### src/rtl/apb_master.sv
// APB initiator: turns single-beat command requests into APB SETUP/ACCESS
// transfers and returns a one-cycle completion pulse with read data.
// Optional feature: define APB_TIMEOUT_EN to bound the ACCESS-phase wait to
// TIMEOUT_CYCLES cycles; an expired wait completes with rsp_err=1.
//
// state  | meaning
// -------+-------------------------------------------------------------
// IDLE   | no transfer in flight; cmd_ready=1, APB fields hold last value
// SETUP  | first APB phase; psel=1, penable=0
// ACCESS | second APB phase; psel=1, penable=1, waiting for pready
module apb_master #(
  parameter int ADDR_W         = 32,
  parameter int DATA_W         = 32,
  parameter int TIMEOUT_CYCLES = 16
) (
  input  logic              clk,
  input  logic              reset,
  input  logic              cmd_valid,
  output logic              cmd_ready,
  input  logic              cmd_write,
  input  logic [ADDR_W-1:0] cmd_addr,
  input  logic [DATA_W-1:0] cmd_wdata,
  output logic              rsp_valid,
  output logic [DATA_W-1:0] rsp_rdata,
  output logic              rsp_err,
  output logic              psel,
  output logic              penable,
  output logic              pwrite,
  output logic [ADDR_W-1:0] paddr,
  output logic [DATA_W-1:0] pwdata,
  input  logic [DATA_W-1:0] prdata,
  input  logic              pready
);

  typedef enum logic [1:0] {
    ST_IDLE   = 2'd0,
    ST_SETUP  = 2'd1,
    ST_ACCESS = 2'd2
  } state_t;

  // Reject an out-of-range wait bound at elaboration time.
  if (TIMEOUT_CYCLES < 2 || TIMEOUT_CYCLES > 65535) begin : g_bad_timeout
    $error("apb_master: TIMEOUT_CYCLES must be within 2..65535");
  end

  state_t              state_q, state_d;
  logic                psel_q, psel_d;
  logic                penable_q, penable_d;
  logic                pwrite_q, pwrite_d;
  logic [ADDR_W-1:0]   paddr_q, paddr_d;
  logic [DATA_W-1:0]   pwdata_q, pwdata_d;
  logic                cmd_ready_q, cmd_ready_d;
  logic                rsp_valid_q, rsp_valid_d;
  logic [DATA_W-1:0]   rsp_rdata_q, rsp_rdata_d;

`ifdef APB_TIMEOUT_EN
  localparam int CNT_W = $clog2(TIMEOUT_CYCLES);
  localparam logic [CNT_W-1:0] CNT_LAST = CNT_W'(TIMEOUT_CYCLES - 1);

  logic [CNT_W-1:0]    cnt_q, cnt_d;
  logic                rsp_err_q, rsp_err_d;
`endif

  // Next-state and registered-output computation.
  always_comb begin
    state_d     = state_q;
    psel_d      = psel_q;
    penable_d   = penable_q;
    pwrite_d    = pwrite_q;
    paddr_d     = paddr_q;
    pwdata_d    = pwdata_q;
    rsp_valid_d = 1'b0;
    rsp_rdata_d = rsp_rdata_q;
`ifdef APB_TIMEOUT_EN
    cnt_d       = cnt_q;
    rsp_err_d   = rsp_err_q;
`endif

    case (state_q)
      ST_IDLE: begin
        if (cmd_valid && cmd_ready_q) begin
          state_d   = ST_SETUP;
          psel_d    = 1'b1;
          penable_d = 1'b0;
          pwrite_d  = cmd_write;
          paddr_d   = cmd_addr;
          pwdata_d  = cmd_wdata;
        end
      end

      ST_SETUP: begin
        state_d   = ST_ACCESS;
        penable_d = 1'b1;
`ifdef APB_TIMEOUT_EN
        cnt_d     = '0;
`endif
      end

      ST_ACCESS: begin
        if (pready) begin
          // A responder answering on the final allowed cycle still wins.
          state_d     = ST_IDLE;
          psel_d      = 1'b0;
          penable_d   = 1'b0;
          rsp_valid_d = 1'b1;
          rsp_rdata_d = pwrite_q ? '0 : prdata;
`ifdef APB_TIMEOUT_EN
          rsp_err_d   = 1'b0;
`endif
        end
`ifdef APB_TIMEOUT_EN
        else if (cnt_q == CNT_LAST) begin
          state_d     = ST_IDLE;
          psel_d      = 1'b0;
          penable_d   = 1'b0;
          rsp_valid_d = 1'b1;
          rsp_rdata_d = '0;
          rsp_err_d   = 1'b1;
        end else begin
          cnt_d = cnt_q + CNT_W'(1);
        end
`endif
      end

      default: begin
        state_d   = ST_IDLE;
        psel_d    = 1'b0;
        penable_d = 1'b0;
      end
    endcase

    // cmd_ready is registered, so it is derived from where the FSM is going.
    cmd_ready_d = (state_d == ST_IDLE);
  end

  // State and output registers with synchronous reset.
  always_ff @(posedge clk) begin
    if (reset) begin
      state_q     <= ST_IDLE;
      psel_q      <= 1'b0;
      penable_q   <= 1'b0;
      pwrite_q    <= 1'b0;
      paddr_q     <= '0;
      pwdata_q    <= '0;
      cmd_ready_q <= 1'b1;
      rsp_valid_q <= 1'b0;
      rsp_rdata_q <= '0;
    end else begin
      state_q     <= state_d;
      psel_q      <= psel_d;
      penable_q   <= penable_d;
      pwrite_q    <= pwrite_d;
      paddr_q     <= paddr_d;
      pwdata_q    <= pwdata_d;
      cmd_ready_q <= cmd_ready_d;
      rsp_valid_q <= rsp_valid_d;
      rsp_rdata_q <= rsp_rdata_d;
    end
  end

`ifdef APB_TIMEOUT_EN
  // ACCESS wait counter and error flag.
  always_ff @(posedge clk) begin
    if (reset) begin
      cnt_q     <= '0;
      rsp_err_q <= 1'b0;
    end else begin
      cnt_q     <= cnt_d;
      rsp_err_q <= rsp_err_d;
    end
  end

  assign rsp_err = rsp_err_q;
`else
  assign rsp_err = 1'b0;
`endif

  assign cmd_ready = cmd_ready_q;
  assign rsp_valid = rsp_valid_q;
  assign rsp_rdata = rsp_rdata_q;
  assign psel      = psel_q;
  assign penable   = penable_q;
  assign pwrite    = pwrite_q;
  assign paddr     = paddr_q;
  assign pwdata    = pwdata_q;

endmodule

### config.mk
export PLATFORM = sky130hd
export DESIGN_NAME = apb_master
export DESIGN_NICKNAME = d
export VERILOG_FILES = /design/src/rtl/apb_master.sv
export SDC_FILE = /design/constraint.sdc
export NUM_CORES = 1
export LEC_CHECK = 0
export BUFFER_PORTS_ARGS = -buffer_cell sky130_fd_sc_hd__buf_4
export CAP_MARGIN = 10
export CORE_MARGIN = 1
export CORE_UTILIZATION = 43
export CTS_CLUSTER_SIZE = 8
export DETAILED_ROUTE_END_ITERATION = 8
export GPL_ROUTABILITY_DRIVEN = 1
export PLACE_DENSITY_LB_ADDON = 0.15
export SYNTH_ARGS = -nofsm -noshare
export SYNTH_HDL_FRONTEND = slang
export SYNTH_SLANG_ARGS = --single-unit
### constraint.sdc
create_clock -name clk -period 1.8 [get_ports clk]
set_input_delay 0.18 -clock clk [delete_from_list [all_inputs] [get_ports clk]]
set_output_delay 0.18 -clock clk [all_outputs]
set_load 0.005 [all_outputs]
Word-level counts from Yosys, hierarchy flattened

Cells that the tools add are included.

Flip-flop bits (word level): 103
Input bits: 101
Output and inout bits: 102
Logic and storage cells: 33

Equal/unequal tests: 4
Multiplexer cells: 10
Bitwise gates (word level): 2
Reductions and logical operators: 8

Operators by type and width:

| cell                 | number |
|---|---|
| $mux W32             | 1 |
| $pmux W1 S3          | 2 |
| $pmux W2 S3          | 1 |
| $reduce_and A2 Y1    | 3 |
| $logic_not A2 Y1     | 2 |
| $mux W1              | 4 |
| $mux W2              | 2 |
| $ne A2 B2 Y1 const B | 2 |
| $reduce_and A3 Y1    | 1 |
| $eq A2 B1 Y1 const B | 1 |
| $eq A2 B2 Y1 const B | 1 |
| $not A1 Y1           | 2 |
| $reduce_or A2 Y1     | 1 |
| $logic_and A1 B1 Y1  | 1 |

Depth between registers and ports, before layout

Depth after elaboration: 4
Depth in mapped cells: 5
Gate-level depth less buffers: 3

Worst setup path after synthesis

No wires, ideal clock.

Path type: reg2reg
From: reg state_q[0]
To: reg rsp_rdata_q[10], in the netlist rsp_rdata[10]
Library setup time: 0.117 ns
Arrival time: 1.118 ns
Setup slack: 0.565 ns
Stages on the path, launching flop included: 6
Path buffers: 2
Path through: dfxtp_1 -> nand3b_1 -> nor2b_1 -> buf_6 -> buf_6 -> a22o_1

Longest elaborated chain between the ends: 2

Ends and longest elaborated chain:

| item                        | line | text |
|---|---|---|
| from (decl)                 | 46   | `state_t state_q, state_d;` |
| from (signal assigned)      | 149  | `state_q <= state_d;` |
| $eq A2 B2 Y1                | 79   | `case (state_q)` |
| $reduce_and A2 Y1 (no line) | --   |  |
| to (signal assigned)        | 157  | `rsp_rdata_q <= rsp_rdata_d;` |
| to (decl)                   | 54   | `logic [DATA_W-1:0] rsp_rdata_q, rsp_rdata_d;` |

No other way between the ends.
A chain may end at the register's enable or synchronous reset.

Worst setup path in the final report

From: reg state_q[1]
To: reg rsp_rdata_q[16], in the netlist rsp_rdata[16]

The elaborated chain is that of the path after synthesis.

==> report_table.html <==
<table>
<tr><th>Metric</th><th>Value</th></tr>
<tr><th colspan="2">Power and ir drop</th></tr>
<tr><td>Switching Power</td><td>1210 µW</td></tr>
<tr><td>Internal power</td><td>3380 µW</td></tr>
<tr><td>Switching power share of the total</td><td>26.4%</td></tr>
<tr><td>Power per cell area</td><td>886 nW/µm²</td></tr>
<tr><td>Combinational group share of total power</td><td>16.6%</td></tr>
<tr><td>LEAKAGE</td><td>0.00237 µW</td></tr>
<tr><td>Sequential share of power</td><td>54.3%</td></tr>
<tr><td>Maximum vdd ir drop</td><td>0.631 mV</td></tr>
<tr><td>Clock power share</td><td>29.0%</td></tr>
<tr><th colspan="2">Synth</th></tr>
<tr><td>Sequential area share after synthesis</td><td>59.6%</td></tr>
<tr><td>Number of distinct library cells after synthesis</td><td>20</td></tr>
<tr><td>Synthesized instance count</td><td>379</td></tr>
<tr><td>Post-synthesis instance area</td><td>3460 µm²</td></tr>
<tr><td>Cell type with the highest aggregate area in the netlist</td><td>sky130_fd_sc_hd__dfxtp_1</td></tr>
<tr><td>Total number of yosys warnings</td><td>0</td></tr>
<tr><td>Synth Net Count</td><td>480</td></tr>
<tr><td>Most area-consuming cells after synthesis</td><td>sky130_fd_sc_hd__dfxtp_1 (60%), sky130_fd_sc_hd__nand2_1 (14%), sky130_fd_sc_hd__a21oi_1 (10%)</td></tr>
<tr><td>Area share of the largest cell type after synthesis</td><td>59.6%</td></tr>
<tr><td>Average size of a mapped cell</td><td>9.12 µm²</td></tr>
<tr><td>Synthesis-stage register bit count</td><td>103</td></tr>
<tr><th colspan="2">CTS</th></tr>
<tr><td>Clock tree from TritonCTS</td><td>done</td></tr>
<tr><td>Number of buffers created by CTS</td><td>9</td></tr>
<tr><td>Worst skew pair latency</td><td>0.36 ns</td></tr>
<tr><td>Clock root buffer</td><td>sky130_fd_sc_hd__clkbuf_8</td></tr>
<tr><td>Sinks on the clock net</td><td>103</td></tr>
<tr><td>Cts repair resizes</td><td>0</td></tr>
<tr><td>Clock-pin slew on the worst setup and hold paths</td><td>0.10 ns</td></tr>
<tr><td>Clock Tree Buf Depth</td><td>2</td></tr>
<tr><td>Hold Buf Count CTS</td><td>0</td></tr>
<tr><td>Post-CTS repair timing setup buffer count</td><td>0</td></tr>
<tr><td>Deepest level of the CTS H-tree</td><td>3</td></tr>
<tr><th colspan="2">Global routing</th></tr>
<tr><td>Largest net degree at the start of global routing</td><td>38</td></tr>
<tr><td>Wire length of the first global-routing pass</td><td>13.9 mm</td></tr>
<tr><td>Number of antenna violations at the first check in global routing</td><td>0</td></tr>
<tr><td>Total overflow reported by the global router</td><td>0</td></tr>
<tr><td>Number of global-route vias before repair</td><td>2950</td></tr>
<tr><td>Global routing usage summed across all routing layers</td><td>20.8%</td></tr>
<tr><th colspan="2">Worst setup path</th></tr>
<tr><td>Crit path DAT</td><td>1.68 ns</td></tr>
<tr><td>Critical path class</td><td>reg -&gt; reg</td></tr>
<tr><td>Crit end category</td><td>flip-flop</td></tr>
<tr><td>Maximum net fanout on the critical path</td><td>32</td></tr>
<tr><td>CP required</td><td>2.05 ns</td></tr>
<tr><td>Startpoint type of the worst setup path</td><td>flip-flop</td></tr>
<tr><th colspan="2">Floorplanning</th></tr>
<tr><td>Site row count</td><td>32</td></tr>
<tr><td>Io pins</td><td>203</td></tr>
<tr><td>Initial Utilization</td><td>44.5%</td></tr>
<tr><td>Total die area</td><td>8400 µm²</td></tr>
<tr><td>Floorplan die height</td><td>91.7 µm</td></tr>
<tr><td>Horizontal extent of the die</td><td>91.7 µm</td></tr>
<tr><td>Standard cell core area</td><td>7770 µm²</td></tr>
<tr><th colspan="2">Routing</th></tr>
<tr><td>Number of violations reported at the end of detailed-routing iteration 0</td><td>79</td></tr>
<tr><td>Post-route DRC violation count</td><td>0</td></tr>
<tr><td>Remaining number of nets flagged by the antenna check after routing</td><td>0</td></tr>
<tr><td>Vias per cell</td><td>4.87</td></tr>
<tr><td>Count of vias placed by the detailed router</td><td>3284</td></tr>
<tr><td>Total iterations of the first detailed-routing run</td><td>4</td></tr>
<tr><td>Total Routed Length</td><td>8.94 mm</td></tr>
<tr><td>Post-detailed-route wirelength per cell</td><td>13.2 µm</td></tr>
<tr><th colspan="2">Place</th></tr>
<tr><td>Dpl hpwl</td><td>6.34 mm</td></tr>
<tr><td>Port Buffers</td><td>201</td></tr>
<tr><td>RePlAce Congestion</td><td>0.728</td></tr>
<tr><th colspan="2">Finish</th></tr>
<tr><td>Count of nets after finishing</td><td>669</td></tr>
<tr><td>Area growth syn-to-layout</td><td>49.9%</td></tr>
<tr><td>Layout cells sized above 1</td><td>40.0%</td></tr>
<tr><td>N_diodes</td><td>0</td></tr>
<tr><td>Final Core Density</td><td>66.7%</td></tr>
<tr><th colspan="2">Min path</th></tr>
<tr><td>Worst hold-check path type</td><td>in -&gt; reg</td></tr>
<tr><th colspan="2">Status</th></tr>
<tr><td>Result of the run</td><td>finished, final reports clean</td></tr>
<tr><th colspan="2">STA</th></tr>
<tr><td>Setup violation total in the final timing report</td><td>0</td></tr>
<tr><td>Fin. max-slew vios</td><td>0</td></tr>
<tr><td>Final clock period utilization by the worst path</td><td>79.6%</td></tr>
<tr><td>Total Neg Setup Slack</td><td>0 ns</td></tr>
<tr><td>Setup repair after global routing missed its margin</td><td>no</td></tr>
<tr><td>Fmax</td><td>698 MHz</td></tr>
<tr><td>Endpoints failing hold</td><td>0</td></tr>
<tr><td>Time the final worst path needs with I/O delays and setup</td><td>1.43 ns</td></tr>
<tr><td>Worst clock skew</td><td>0.0134 ns</td></tr>
<tr><th colspan="2">Job</th></tr>
<tr><td>Reported max-cap violation count</td><td>0</td></tr>
</table>
## layout by cell type (no fill, tap or decap)
master and instances:
sky130_fd_sc_hd__nand4bb_4 1, sky130_fd_sc_hd__o21ai_0 2, sky130_fd_sc_hd__or3b_2 1, sky130_fd_sc_hd__clkinv_2 1, sky130_fd_sc_hd__nor2_1 4, sky130_fd_sc_hd__clkinvlp_4 3, sky130_fd_sc_hd__and4bb_2 1, sky130_fd_sc_hd__clkinv_4 1
sky130_fd_sc_hd__nand2b_1 1, sky130_fd_sc_hd__conb_1 1, sky130_fd_sc_hd__inv_6 1, sky130_fd_sc_hd__nor2b_2 1, sky130_fd_sc_hd__buf_4 207, sky130_fd_sc_hd__nor3b_1 1, sky130_fd_sc_hd__a22o_1 32, sky130_fd_sc_hd__nand3b_1 1
sky130_fd_sc_hd__dfxtp_1 103, sky130_fd_sc_hd__nand2_1 130, sky130_fd_sc_hd__a21oi_1 69, sky130_fd_sc_hd__clkbuf_8 10, sky130_fd_sc_hd__nor3_4 1, sky130_fd_sc_hd__buf_12 1
## sequential cells by signal, summed over array words and instances (netlist names)
signal,flops
penable,1
state_q,2
pwdata,32
rsp_rdata,32
paddr,32
rsp_valid,1
cmd_ready,1
psel,1
pwrite,1
## path summary, 6_finish.rpt
check                                start             to  slack [ns]  depth (start not counted)
worst max-delay path            state_q[1]  rsp_rdata[16]        0.37                          4
worst min-delay path             prdata[9]   rsp_rdata[9]        0.02                          2
worst min register to register   paddr[20]      paddr[20]        0.46                          2
worst max register to register  state_q[1]  rsp_rdata[16]        0.37                          4
## synthesized netlist by cell type
| cell type | count |
|---|---|
| sky130_fd_sc_hd__nand4bb_1 | 1 |
| sky130_fd_sc_hd__dfxtp_1 | 103 |
| sky130_fd_sc_hd__a22o_1 | 32 |
| sky130_fd_sc_hd__buf_1 | 1 |
| sky130_fd_sc_hd__nand2_1 | 130 |
| sky130_fd_sc_hd__nand3b_1 | 1 |
| sky130_fd_sc_hd__buf_2 | 11 |
| sky130_fd_sc_hd__o21ai_0 | 2 |
| sky130_fd_sc_hd__or3b_2 | 1 |
| sky130_fd_sc_hd__nor2_1 | 4 |
| sky130_fd_sc_hd__buf_4 | 7 |
| sky130_fd_sc_hd__clkbuf_1 | 7 |
| sky130_fd_sc_hd__nand2b_1 | 1 |
| sky130_fd_sc_hd__nor3_2 | 1 |
| sky130_fd_sc_hd__nor2b_1 | 1 |
| sky130_fd_sc_hd__conb_1 | 1 |
| sky130_fd_sc_hd__nor3b_1 | 1 |
| sky130_fd_sc_hd__and4bb_1 | 1 |
| sky130_fd_sc_hd__buf_6 | 4 |
| sky130_fd_sc_hd__a21oi_1 | 69 |
## metal layers
| layer | GRT usage [%] | vias up | wire [µm] |
|---|---|---|---|
| met3 | 6.47 | 13 | 796 |
| met4 | 9.13 | 0 | 142 |
| li1 | - | 1637 | - |
| met5 | 0 | - | 0 |
| met1 | 25.5 | 1503 | 3760 |
| met2 | 33.5 | 131 | 4240 |
## layout make-up
cell class / instances / area, µm²
Sequential cell: 103 / 2060
Timing Repair Buffer: 208 / 1570
Fill cell: 665 / 2580
Clock buffer: 10 / 138
Clock inverter: 6 / 45.0
Multi-Input combinational cell: 246 / 1240
Tap cell: 102 / 128
## through the flow
step | worst slack, ns | instances | total power (µW) | area, µm² | hold slack (ns)
after floorplan | 0.565 | 379 | 2880 | 3460 | 0.305
after global placement | 0.425 | 659 | 3300 | 5000 | 0.390
after detailed placement | 0.379 | 659 | 3320 | 5000 | 0.396
after CTS | 0.363 | 675 | 4640 | 5180 | 0.00764
after global routing | 0.287 | 675 | 4830 | 5180 | 0.00319
final | 0.367 | 675 | 4590 | 5180 | 0.0227
## cells by family after synthesis
kind of cell | share of synthesized area [%]
buffers and inverters | 5.28
AND/OR/NAND/NOR | 16.6
other | 0.108
AO/OA/AOI/OAI | 18.4
flip-flops | 59.6
## power groups by stage
stage	logic, µW	clock network [µW]	registers [µW]
finish	765	1330	2500
global route	845	1470	2520
CTS	775	1370	2500
detailed placement	774	0	2550
global placement	758	0	2540
floorplan	325	0	2550
## critical path, cell delays in order (launching register included)
cell	delay, ns
sky130_fd_sc_hd__dfxtp_1	0.44
sky130_fd_sc_hd__nand3b_1	0.19
sky130_fd_sc_hd__nor2b_2	0.19
sky130_fd_sc_hd__buf_4	0.24
sky130_fd_sc_hd__a22o_1	0.27
Note: power is estimated with default switching activity, not from simulation.
